--- config.mk ---
export PLATFORM = sky130hd
export DESIGN_NAME = rng_sample_fifo
export DESIGN_NICKNAME = d
export VERILOG_FILES = /design/src/rtl/rng_pkg.sv /design/src/rtl/rng_sync_fifo.sv /design/src/rtl/rng_sample_fifo.sv
export SDC_FILE = /design/constraint.sdc
export NUM_CORES = 1
export LEC_CHECK = 0
export CELL_PAD_IN_SITES_DETAIL_PLACEMENT = 0
export CELL_PAD_IN_SITES_GLOBAL_PLACEMENT = 1
export CORE_UTILIZATION = 53
export CTS_BUF_LIST = sky130_fd_sc_hd__clkbuf_4 sky130_fd_sc_hd__clkbuf_8 sky130_fd_sc_hd__clkbuf_16
export DETAILED_ROUTE_END_ITERATION = 6
export PLACE_DENSITY_LB_ADDON = 0.1
export SYNTH_ARGS = -nofsm -noshare
export SYNTH_HDL_FRONTEND = slang
export SYNTH_SLANG_ARGS = --single-unit
export TNS_END_PERCENT = 1
--- constraint.sdc ---
create_clock -name clk -period 9.7 [get_ports clk]
set_input_delay 1.94 -clock clk [delete_from_list [all_inputs] [get_ports clk]]
set_output_delay 1.94 -clock clk [all_outputs]
set_load 0.1 [all_outputs]
--- src/rtl/rng_pkg.sv ---
// Shared definitions for the RNG sample FIFO: sampler state encoding,
// default sizes and a saturating counter helper.
package rng_pkg;

    typedef enum logic [1:0] {
        IDLE = 2'd0,
        ARM  = 2'd1,
        RUN  = 2'd2
    } smp_state_e;

    localparam int RNG_WIDTH      = 32;
    localparam int RNG_FIFO_DEPTH = 8;

    function automatic logic [31:0] sat_inc(input logic [31:0] v);
        return (v == 32'hFFFF_FFFF) ? v : v + 32'd1;
    endfunction

endpackage

--- src/rtl/rng_sync_fifo.sv ---
// Synchronous FIFO with valid/ready read side, occupancy count and a
// sticky overflow flag for pushes that find the FIFO full with no pop.
module rng_sync_fifo #(
    parameter int WIDTH = 32,
    parameter int DEPTH = 8
) (
    input  logic                       clk,
    input  logic                       reset,
    input  logic                       push,
    input  logic [WIDTH-1:0]           wr_data,
    input  logic                       rd_ready,
    output logic                       rd_valid,
    output logic [WIDTH-1:0]           rd_data,
    output logic [$clog2(DEPTH):0]     count,
    output logic                       overflow
);
    localparam int AW = $clog2(DEPTH);
    localparam int CW = AW + 1;

    logic [WIDTH-1:0] mem [DEPTH];
    logic [AW-1:0]    wptr, rptr;
    logic             full, pop, wr;

    assign full     = (count == CW'(DEPTH));
    assign rd_valid = (count != '0);
    assign pop      = rd_valid && rd_ready;
    // A pop in the same cycle frees the slot, so a full FIFO still accepts.
    assign wr       = push && (!full || pop);
    // Storage is not cleared on reset; gate the head so it reads 0 when empty.
    assign rd_data  = rd_valid ? mem[rptr] : '0;

    always_ff @(posedge clk) begin
        if (wr)
            mem[wptr] <= wr_data;
    end

    always_ff @(posedge clk or posedge reset) begin
        if (reset) begin
            wptr     <= '0;
            rptr     <= '0;
            count    <= '0;
            overflow <= 1'b0;
        end else begin
            if (wr)
                wptr <= wptr + 1'b1;
            if (pop)
                rptr <= rptr + 1'b1;
            case ({wr, pop})
                2'b10:   count <= count + 1'b1;
                2'b01:   count <= count - 1'b1;
                default: count <= count;
            endcase
            if (push && full && !pop)
                overflow <= 1'b1;
        end
    end

endmodule

--- src/rtl/rng_sample_fifo.sv ---
// Samples a free-running LFSR word into a FIFO with decimation.
// Optional period detection is built when RNG_PERIOD_DETECT_EN is defined.
module rng_sample_fifo
    import rng_pkg::*;
#(
    parameter int WIDTH = RNG_WIDTH,
    parameter int DEPTH = RNG_FIFO_DEPTH,
    parameter int DECIM = 1
) (
    input  logic                       clk,
    input  logic                       reset,
    input  logic                       en,
    input  logic [WIDTH-1:0]           lfsr_q,
    output logic                       rd_valid,
    input  logic                       rd_ready,
    output logic [WIDTH-1:0]           rd_data,
    output logic [$clog2(DEPTH):0]     count,
    output logic                       overflow,
    output logic                       period_flag,
    output logic [31:0]                period_len
);
    localparam logic [7:0] DECIM_LAST = 8'(DECIM - 1);

    smp_state_e state, state_nx;
    logic [7:0] dcnt;
    logic       push_req;

    always_ff @(posedge clk or posedge reset) begin
        if (reset)
            state <= IDLE;
        else
            state <= state_nx;
    end

    // ARM burns the cycle carrying the LFSR reset value before RUN samples.
    always_comb begin
        state_nx = state;
        push_req = 1'b0;
        if (!en) begin
            state_nx = IDLE;
        end else begin
            case (state)
                IDLE:    state_nx = ARM;
                ARM:     state_nx = RUN;
                RUN:     push_req = (dcnt == DECIM_LAST);
                default: state_nx = IDLE;
            endcase
        end
    end

    // Held at 0 outside RUN, so entering RUN always starts a fresh count.
    always_ff @(posedge clk or posedge reset) begin
        if (reset)
            dcnt <= '0;
        else if (state == RUN && en)
            dcnt <= (dcnt == DECIM_LAST) ? 8'd0 : dcnt + 8'd1;
        else
            dcnt <= '0;
    end

    rng_sync_fifo #(
        .WIDTH (WIDTH),
        .DEPTH (DEPTH)
    ) u_fifo (
        .clk      (clk),
        .reset    (reset),
        .push     (push_req),
        .wr_data  (lfsr_q),
        .rd_ready (rd_ready),
        .rd_valid (rd_valid),
        .rd_data  (rd_data),
        .count    (count),
        .overflow (overflow)
    );

`ifdef RNG_PERIOD_DETECT_EN
    logic [WIDTH-1:0] ref_val;
    logic             ref_vld;
    logic [31:0]      pcnt, pcnt_inc;

    assign pcnt_inc = sat_inc(pcnt);

    // Counts push requests (dropped ones too) after the reference sample.
    always_ff @(posedge clk or posedge reset) begin
        if (reset) begin
            ref_val     <= '0;
            ref_vld     <= 1'b0;
            pcnt        <= '0;
            period_flag <= 1'b0;
            period_len  <= '0;
        end else if (push_req) begin
            if (!ref_vld) begin
                ref_val <= lfsr_q;
                ref_vld <= 1'b1;
                pcnt    <= '0;
            end else begin
                pcnt <= pcnt_inc;
                if (!period_flag && lfsr_q == ref_val) begin
                    period_flag <= 1'b1;
                    period_len  <= pcnt_inc;
                end
            end
        end
    end
`else
    assign period_flag = 1'b0;
    assign period_len  = '0;
`endif

endmodule

==> results.yml <==
timing:
  rsz0062_at_grt: "false"
  max_freq_ghz: 0.1688
  slew_headroom: 0.2596
  worst-slew-pin-transition_ps: 1108
  final_max_slew_viol_count: 0
  timing.final.ws_setup_ps: 3776
  period_minus_slack_ps: 5924
  hold_violations: 0
  skew_ps: 20.45
  period_share: 0.6108
  fin_tns_setup_ps: 0
  setup_violations: 0
synthesis:
  synth_top_area_frac: 0.6960
  syn_area_mm2: 0.01105
  syn_avg_cell_area_um2: 20.19
  synth_common_cells: "edfxtp_1, mux4_2, nor2_1"
  synth.distinct_cells: 38
  syn_inst: 547
  synth_seq_cells: 277
  ys_async_sr_fraction: 0.07581
  synth_most_common_cell: "edfxtp_1"
  synth_area_leaders: "edfxtp_1, mux4_2, dfrtp_1"
  synth_top_cell_by_area: "edfxtp_1"
  seq_area_frac_synth: 0.7435
  synth-main-ff-cell: "edfxtp_1"
  synth_edf_count: 256
  yosys_warnings: 0
grt:
  antenna_found_initial: 0
  grt_max_degree: 67
  grt_pass1_wl_mm: 31.53
  grt_usage: 0.1962
  first_global_vias: 5520
  grt_overflow: 0
detailed_routing:
  ant_nets: 0
  route.detailed.drc: 0
  routed_wl_mm: 20.24
  vias_per_cell: 5.546
  first_iter_violations: 327
  num_vias: 5152
  drt_pre_antenna_iters: 4
  routedWlPerCell_um: 21.78
die:
  die_h_um: 146.4
  die_w_um: 146.4
  ioPinCount: 107
  core_mm2: 0.02036
  initial_utilization: 0.5424
  die_area_mm2: 0.02142
  rows: 52
placement:
  dp_hpwl_mm: 11.18
  io_buffers: 73
  place.gp.congestion: 0.7135
  dpl_worst_slack_ps: 4238
setup_path:
  arrival_ps: 3980
  cp_max_fo: 34
  cp.required_ps: 7760
  critPathKind: "register to output port"
  cp-start-kind: "register"
  worst_setup_path_end_kind: "output port"
clock_network:
  cts-root-buf: "clkbuf_16"
  cts_tree: "done"
  htreeDepth: 1
  cts-buffers-inserted: 28
  insertion_delay_ps: 540
  clockBufferDepth: 3
  hold_buffers: 0
  postCtsSetupBuffers: 0
  clk_pin_slew_ps: 60
  clock-sinks: 277
  post_cts_resized: 0
cells_and_area:
  antenna_cells: 0
  drive_above_1_share: 0.2124
  syn2layout_area_growth_pct: 16.99
  post-route-util: 0.6346
  nets: 681
run_status:
  outcome: "completed"
min_path:
  hp-class: "register to register"
flow_run:
  timing.max_cap.violations: 0
## registers in the layout, indices dropped and copies added, names as in the netlist
name / flops
u_fifo.count: 4
u_fifo.mem: 256
u_fifo.rptr: 3
u_fifo.wptr: 3
state: 2
dcnt: 8
u_fifo.overflow: 1
## worst paths after layout
kind | from | to | slack (ps) | cells after the start
hold / removal | state[1] | state[0] | 470 | 1
max in group asynchronous | reset | u_fifo.rptr[0] | 7230 | 2
min in group asynchronous | reset | u_fifo.count[0] | 1880 | 2
hold reg to reg | state[1] | state[0] | 470 | 1
setup reg to reg | dcnt[0] | u_fifo.mem[1][7] | 6410 | 7
setup / recovery | u_fifo.rptr[0] | rd_data[1] | 3780 | 5
## logic make-up (layout without fill, tap and decap cells)
family / Yosys count / count (layout) / synth area share
xor+xnor: 16 / 16 / 0.01269
flops: 277 / 277 / 0.7435
other cells: 1 / 33 / 0.0003395
compound gates: 6 / 6 / 0.003738
mux: 99 / 99 / 0.1629
simple gates: 81 / 81 / 0.03534
buf+inv: 60 / 140 / 0.03353
fa+ha+maj: 7 / 7 / 0.007929
## through the flow
stage,cells,hold slack (ps),cell area [um^2]
2_1_floorplan,579,441.7,11170
3_3_place_gp,878,456.3,12030
3_5_place_dp,878,467.6,12030
6_report,929,468.6,12920
4_1_cts,929,469.1,12920
5_1_grt,929,496.8,12920
## layout by cell type, fill, tap and decap left out, types with 5 or more instances in the layout
| cell type | synthesis | final |
|---|---|---|
| clkbuf_16 | 0 | 28 |
| clkinv_1 | 0 | 7 |
| ha_1 | 7 | 7 |
| mux4_2 | 64 | 64 |
| conb_1 | 1 | 33 |
| nor2_1 | 46 | 40 |
| clkbuf_4 | 0 | 8 |
| mux2i_1 | 32 | 32 |
| xor2_1 | 9 | 9 |
| nand2b_1 | 5 | 5 |
| dfrtp_1 | 21 | 18 |
| nand3_1 | 6 | 6 |
| nor2_4 | 1 | 7 |
| xnor2_1 | 7 | 7 |
| clkdlybuf4s50_1 | 0 | 73 |
| buf_4 | 34 | 12 |
| edfxtp_1 | 256 | 256 |
## cell type report
class	count	area [um^2]
Sequential cell	277	8219
Fill cell	1398	7442
Multi-Input combinational cell	242	2638
Timing Repair Buffer	85	820.8
Clock buffer	36	760.7
Tap cell	270	337.8
Clock inverter	15	131.4
Inverter	4	15.01
## routing by layer
layer  routed length, um  track usage  share of wire  vias to the layer above
li1                    -            -              -                     2291
met1                8584       0.2655           0.42                     2660
met2               10320       0.3352           0.51                      172
met3                 979      0.03313          0.048                       29
met4                 356      0.04792          0.018                        0
met5                   0            0              0                        -
## worst max-delay path, stage by stage (launching register included)
cell	delay (ps)
dfrtp_4	860
buf_4	660
mux4_2	580
mux2i_1	180
nor2_1	80
clkdlybuf4s50_1	1020
Power is left out: the tool's default activity adds up to more than one toggle a clock period on the data nets, which glitch-free logic cannot reach.
